File: config.mk
export PLATFORM = sky130hd
export DESIGN_NAME = multi_toggle_gen
export DESIGN_NICKNAME = d
export VERILOG_FILES = /design/src/rtl/multi_toggle_gen.sv
export SDC_FILE = /design/constraint.sdc
export NUM_CORES = 1
export LEC_CHECK = 0
export BUFFER_PORTS_ARGS = -buffer_cell sky130_fd_sc_hd__buf_2
export CELL_PAD_IN_SITES_DETAIL_PLACEMENT = 0
export CELL_PAD_IN_SITES_GLOBAL_PLACEMENT = 1
export CORE_MARGIN = 1
export CORE_UTILIZATION = 48
export DETAILED_ROUTE_END_ITERATION = 10
export GPL_TIMING_DRIVEN = 0
export PLACE_DENSITY = 0.86
export SKIP_LAST_GASP = 1
export SYNTH_ARGS = -nofsm -noshare
export SYNTH_HDL_FRONTEND = slang
export SYNTH_SLANG_ARGS = --single-unit
File: constraint.sdc
create_clock -name clk -period 3 [get_ports clk]
set_input_delay 0.15 -clock clk [delete_from_list [all_inputs] [get_ports clk]]
set_output_delay 0.15 -clock clk [all_outputs]
set_load 0.01 [all_outputs]
File: src/rtl/multi_toggle_gen.sv
`default_nettype none
// ============================================================================
// Module   : multi_toggle_gen
// Purpose  : N-channel square-wave stimulus generator. Channel i toggles with
//            a half-period of (i+1)*BASE clock cycles during a run of
//            programmable length. A registered OR/AND/XOR/NOR reduction of the
//            live pattern serves as the reference for a gate under test.
// Ports    : clk        - rising-edge clock
//            rst_n      - synchronous active-low reset
//            start      - run request, sampled in IDLE only
//            stop       - abort request, sampled in RUN only
//            run_len    - run length in cycles, captured on accepted start
//            mode       - reduction select: 00 OR, 01 AND, 10 XOR, 11 NOR
//            pattern    - channel outputs, bit i is channel i
//            reduce_out - registered reduction of pattern per mode
//            busy       - high while in RUN
//            done       - one-cycle pulse on normal completion
// Config   : MULTI_TOGGLE_GEN_REDUCE_EN - when defined, builds the reduction
//            logic; otherwise reduce_out is tied to 0 and mode is unused.
// Revision : 1.0 - initial release
// ============================================================================
module multi_toggle_gen #(
  parameter int CH    = 4,
  parameter int BASE  = 50,
  parameter int CNT_W = 16
) (
  input  logic             clk,
  input  logic             rst_n,
  input  logic             start,
  input  logic             stop,
  input  logic [CNT_W-1:0] run_len,
  input  logic [1:0]       mode,
  output logic [CH-1:0]    pattern,
  output logic             reduce_out,
  output logic             busy,
  output logic             done
);

  typedef enum logic [1:0] {
    IDLE = 2'd0,
    RUN  = 2'd1,
    DONE = 2'd2
  } state_t;

  state_t           state;
  logic [CNT_W-1:0] cnt [CH];
  logic [CNT_W-1:0] elapsed;
  logic [CNT_W-1:0] len_q;

  always_ff @(posedge clk) begin
    if (!rst_n) begin
      state   <= IDLE;
      pattern <= '0;
      elapsed <= '0;
      len_q   <= '0;
      for (int i = 0; i < CH; i++) cnt[i] <= '0;
    end else begin
      case (state)
        IDLE: begin
          if (start) begin
            pattern <= '0;
            elapsed <= '0;
            len_q   <= run_len;
            for (int i = 0; i < CH; i++) cnt[i] <= '0;
            state   <= (run_len == '0) ? DONE : RUN;
          end
        end
        RUN: begin
          // Each channel wraps at its own terminal count and flips its bit.
          for (int i = 0; i < CH; i++) begin
            if (cnt[i] == CNT_W'((i + 1) * BASE - 1)) begin
              cnt[i]     <= '0;
              pattern[i] <= ~pattern[i];
            end else begin
              cnt[i] <= cnt[i] + CNT_W'(1);
            end
          end
          elapsed <= elapsed + CNT_W'(1);
          // Abort wins over completion on the same edge; the pattern update
          // above still lands, so the output freezes at this edge's value.
          if (stop)
            state <= IDLE;
          else if (elapsed == len_q - CNT_W'(1))
            state <= DONE;
        end
        DONE: begin
          state <= IDLE;
        end
        default: begin
          state <= IDLE;
        end
      endcase
    end
  end

  assign busy = (state == RUN);
  assign done = (state == DONE);

`ifdef MULTI_TOGGLE_GEN_REDUCE_EN
  logic red_next;

  always_comb begin
    red_next = 1'b0;
    case (mode)
      2'b00:   red_next = |pattern;
      2'b01:   red_next = &pattern;
      2'b10:   red_next = ^pattern;
      default: red_next = ~|pattern;
    endcase
  end

  always_ff @(posedge clk) begin
    if (!rst_n) reduce_out <= 1'b0;
    else        reduce_out <= red_next;
  end
`else
  logic unused_mode;
  assign unused_mode = ^mode;
  assign reduce_out  = 1'b0;
`endif

endmodule
`default_nettype wire

* After elaboration in Yosys (flattened, before gate mapping)
Memory sizes are Yosys's and may differ from the RTL's.
Index checks and enable logic that the tools add are counted.
** Word-level totals
- Output and inout bits :: 7
- Logic and storage cells :: 115
- Input port bits :: 22
- Memory bits (writable) :: 64
- Register bits after elaboration :: 38
- Memories :: 1
** Cells by class
- Bitwise logic cells :: 16
- Mux-type cells :: 62
- Equal/unequal tests :: 13
- $add $sub $neg :: 6
- Reductions and logical operators :: 10
** Memories
- cnt :: words 4, width 16, rd ports 4, clocked after Yosys merged registers in 0, write ports 4, RTL line 46 : logic [CNT_W-1:0] cnt [CH];
** Operator list (number)
- $mux W16 :: 13
- $add A16 B1 Y16 const B :: 5
- $mux W1 :: 41
- $eq A16 B8 Y1 const B :: 2
- $pmux W16 S2 :: 1
- $eq A16 B16 Y1 :: 1
- $eq A16 B6 Y1 const B :: 1
- $eq A16 B7 Y1 const B :: 1
- $logic_not A16 Y1 :: 1
- $sub A16 B1 Y16 const B :: 1
- $or A1 B1 Y1 :: 12
- $reduce_and A3 Y1 :: 4
- $mux W2 :: 4
- $ne A2 B1 Y1 const B :: 4
- $pmux W4 S2 :: 1
- $reduce_and A2 Y1 :: 3
- $mux W4 :: 1
- $not A1 Y1 :: 4
- $pmux W2 S2 :: 1
- $ne A3 B2 Y1 const B :: 1
- $eq A2 B1 Y1 const B :: 1
- $eq A2 B2 Y1 const B :: 1
- $logic_not A2 Y1 :: 1
- $ne A2 B2 Y1 const B :: 1
- $reduce_bool A2 Y1 :: 1

* Logic depth before layout (Yosys ltp)
An unclocked memory read counts as a cell.
- Word-level depth :: 8
- Gate-level depth with buffers :: 10
- Depth with buffers taken out :: 8

* Worst setup path after synthesis
OpenSTA, ideal clock, no wires.
- Path kind :: register to register
- Start point :: register len_q[0]
- End point :: register state[0]
- Clock period less this slack :: 2.330 ns
- Library setup time :: 0.126 ns
- Stages on the path, launching flop included :: 11
- Path buffers :: 2
- Data arrival time :: 2.204 ns
- Required time :: 2.874 ns
- Path slack :: 0.670 ns
- Cells stage by stage :: dfxtp_1 clkbuf_1 inv_1 ha_1 or4b_1 buf_2 nor4_2 a21oi_1 or4_1 nor2_1 a31oi_1
** On the way
- Longest elaborated chain between the ends :: 4
** Ends and longest elaborated chain
- start, declared :: RTL line 48 : logic [CNT_W-1:0] len_q;
- start signal, assigned :: RTL line 63 : len_q <= run_len;
- $sub A16 B1 Y16 :: RTL line 83 : else if (elapsed == len_q - CNT_W'(1))
- $eq A16 B16 Y1 :: RTL line 83
- $ne A3 B2 Y1 (no line)
- $reduce_and A2 Y1 (no line)
- end signal, assigned :: RTL line 65 : state <= (run_len == '0) ? DONE : RUN;
- end, declared :: RTL line 45 : state_t state;
Every way passes these cells.
A chain may end at the register's enable or synchronous reset.

* Worst setup path in the final report
Same ends and word-level chain as after synthesis.

==> impl_metrics.csv <==
group,metric,value,unit
synthesis,synth.avg_cell_area,8.95,um2
sta,period_share,87.2,%
outcome,status,"finished clean",
hold_path,hold_path.class,"primary input to flop",
die,num_rows,39,
clocking,holdBufCountCts,0,
placement,io_buffers,24,
cells_and_area,fin_util,54.7,%
worst_setup_path,start_kind,"flop",
worst_setup_path,slowest_delay,440,ps
die,die_y,110,um
pwr,power.leakage,0.00222,uW
routing,ant_nets,0,
flow_run,maxCapViolCount,0,
clocking,cts.path.max_buffers,2,
synthesis,ys_ff_latch,102,
worst_setup_path,cp.arrival,2840,ps
worst_setup_path,worst-setup-path-type,"flop to flop",
sta,fmax,382,MHz
placement,finalWeightedCongestion,0.846,
synthesis,yosysMostFrequentCell,"nor2_1",
worst_setup_path,path_cells,"clkbuf_1, inv_1, ha_1, or4b_1, buf_2, nor4_2, a21oi_1, or4_1, nor2_1, a31oi_1",
sta,hold_violations,0,
synthesis,ys_warn_count,0,
die,chipWidth,110,um
die,die_area,12200,um2
cells_and_area,area_delta_synth_final,11.1,%
placement,place_area,5930,um2
routing,routedWlPerCell,15.0,um
sta,period_needed,2610,ps
global_route,track_usage,21.6,%
sta,finClkSkew,8.60,ps
worst_setup_path,crit_slowest_cell,"or4b_1",
synthesis,syn-num-nets,659,
routing,vias,4572,
pwr,pwr-share-comb,11.5,%
synthesis,synth_edf_count,48,
synthesis,yosys.area.top_type,"edfxtp_1",
routing,viasPerCell,5.63,
pwr,power.internal,2440,uW
clocking,clk_root_buffer_cell,"clkbuf_16",
clocking,cts_setup_buffers,0,
cells_and_area,drive_above_1_share,7.77,%
sta,tns,0,ps
pwr,seq_power_share,50.2,%
global_route,gr-total-overflow,0,
clocking,cts_tree,"yes",
clocking,cts.reportedPaths.clkPinSlew,70,ps
synthesis,synth.distinct_cells,61,
synthesis,async_flop_share,0,%
global_route,grt_pass1_wl,20.3,mm
worst_setup_path,cp-end-kind,"flop",
clocking,cts_buffers,9,
cells_and_area,num_antenna_cells,0,
pwr,power.net_switching,833,uW
sta,worstMarginPinSlew,864,ps
routing,dr.pass1.iters,7,
synthesis,synth_ff_type,"dfxtp_1",
sta,rsz0062_at_grt,"false",
synthesis,synth_cells,629,
pwr,vdd_drop_max,432,uV
die,fp.coreArea,11400,um2
clocking,cts.sinks,102,
placement,hpwl,8.79,mm
sta,setup_viol,0,
sta,relSlewSlack,42.2,%
synthesis,syn_area,5630,um2
cells_and_area,nets,694,
clocking,htreeDepth,3,
worst_setup_path,crit_required,3230,ps
synthesis,synth_seq_area_share,44.8,%
worst_setup_path,cp_max_fo,7,
clocking,ctsResizeCount,0,
synthesis,netlist_top_cells_count,"nor2_1, nand2_1, dfxtp_1",
global_route,grt_pass1_vias,4251,
sta,finalMaxSlewViolations,0,
pwr,switching_share,25.5,%
global_route,grt_max_degree,18,
pwr,power_density,523,nW/um2
global_route,antenna_found_initial,0,
synthesis,synth_area_leaders,"edfxtp_1, dfxtp_1, xor2_1",
sta,timing.hold.ws,63.2,ps
routing,dr.first_iter.drc_count,244,
routing,wl,12.1,mm
routing,drc,0,
clocking,clk_latency,350,ps
cells_and_area,finalInstanceArea,6250,um2
die,start_util,49.3,%
synthesis,synth_top_area_share,25.6,%
pwr,pwr-share-clk,38.3,%
die,io_pins,29,
flip-flops by register name (all words and copies together) (netlist names):
register / count
cnt: 64
elapsed: 16
len_q: 16
pattern: 4
state: 2
worst paths after layout:
check | start | to | slack [ps] | cells after the start
worst min-delay path | run_len[15] | len_q[15] | 60 | 3
worst max register to register | len_q[0] | state[0] | 390 | 10
worst min register to register | len_q[15] | len_q[15] | 490 | 2
worst max-delay path | len_q[0] | state[0] | 390 | 10
power groups by stage:
stage	clock [uW]	combinational, uW	sequential [uW]
CTS	1270	376	1640
floorplan	0	284	1650
global placement	0	365	1670
global route	1330	426	1660
finish	1250	375	1640
detailed placement	0	374	1670
per-layer routing:
metal | wire length, um | share of wire, % | vias up | track usage [%]
met2 | 5720 | 47 | 96 | 35.7
met1 | 5770 | 48 | 2160 | 27.9
met3 | 443 | 3.6 | 21 | 5.06
met5 | 0 | 0 | - | 0
met4 | 208 | 1.7 | 0 | 6.95
li1 | - | - | 2295 | -
placed cells by master (no fill, tap or decap), types with 8 or more instances in the layout:
| cell type | Yosys | final |
|---|---|---|
| nor2_1 | 83 | 83 |
| a21boi_0 | 19 | 19 |
| nand4_1 | 15 | 15 |
| nand3_1 | 37 | 37 |
| or3_1 | 9 | 9 |
| and2_1 | 8 | 8 |
| xor2_1 | 39 | 39 |
| nor4_1 | 15 | 15 |
| nand2_1 | 78 | 78 |
| clkbuf_1 | 20 | 21 |
| a21oi_1 | 16 | 16 |
| xnor2_1 | 28 | 28 |
| o21ai_0 | 19 | 19 |
| inv_1 | 17 | 17 |
| edfxtp_1 | 48 | 48 |
| nor3_1 | 21 | 21 |
| dfxtp_1 | 54 | 54 |
| buf_2 | 1 | 25 |
| ha_1 | 8 | 8 |
| and3_1 | 13 | 13 |
| and4_1 | 9 | 9 |
| nor2b_1 | 8 | 8 |
| clkbuf_16 | 0 | 10 |
worst max-delay path, delay by kind of cell, from the launching register on:
| family | cells | cell delay (ps) |
|---|---|---|
| adders and majority gates | 1 | 270 |
| DFF | 1 | 290 |
| AOI/OAI and AO/OA | 2 | 220 |
| and+or+nand+nor | 4 | 1280 |
| buffers and inverters | 3 | 440 |
logic make-up after synthesis:
group / after synthesis / synth area share, %
and+or+nand+nor: 318 / 28.3
DFF: 102 / 44.8
AOI/OAI and AO/OA: 88 / 10.6
xor gates and xnor gates: 68 / 10.9
buffers and inverters: 40 / 2.76
adders and majority gates: 8 / 1.78
muxes: 4 / 0.712
other: 1 / 0.0666
layout make-up:
type | instances | area [um2]
fillers | 1050 | 5170
multi-input cells | 487 | 2950
flip-flops and latches | 102 | 2520
clock buffers | 13 | 282
well taps | 143 | 179
repair buffers | 24 | 120
plain buffers | 22 | 87.6
inverters | 18 | 67.6
clock inverters | 3 | 38.8
through the flow:
| step | power, uW | std cells | setup slack, ps |
|---|---|---|---|
| floorplan | 1930 | 629 | 670 |
| global placement | 2030 | 796 | 405 |
| detailed placement | 2050 | 796 | 409 |
| CTS | 3290 | 812 | 391 |
| global route | 3410 | 812 | 93.8 |
| finish | 3270 | 812 | 385 |
(Power assumes the default switching activity.)
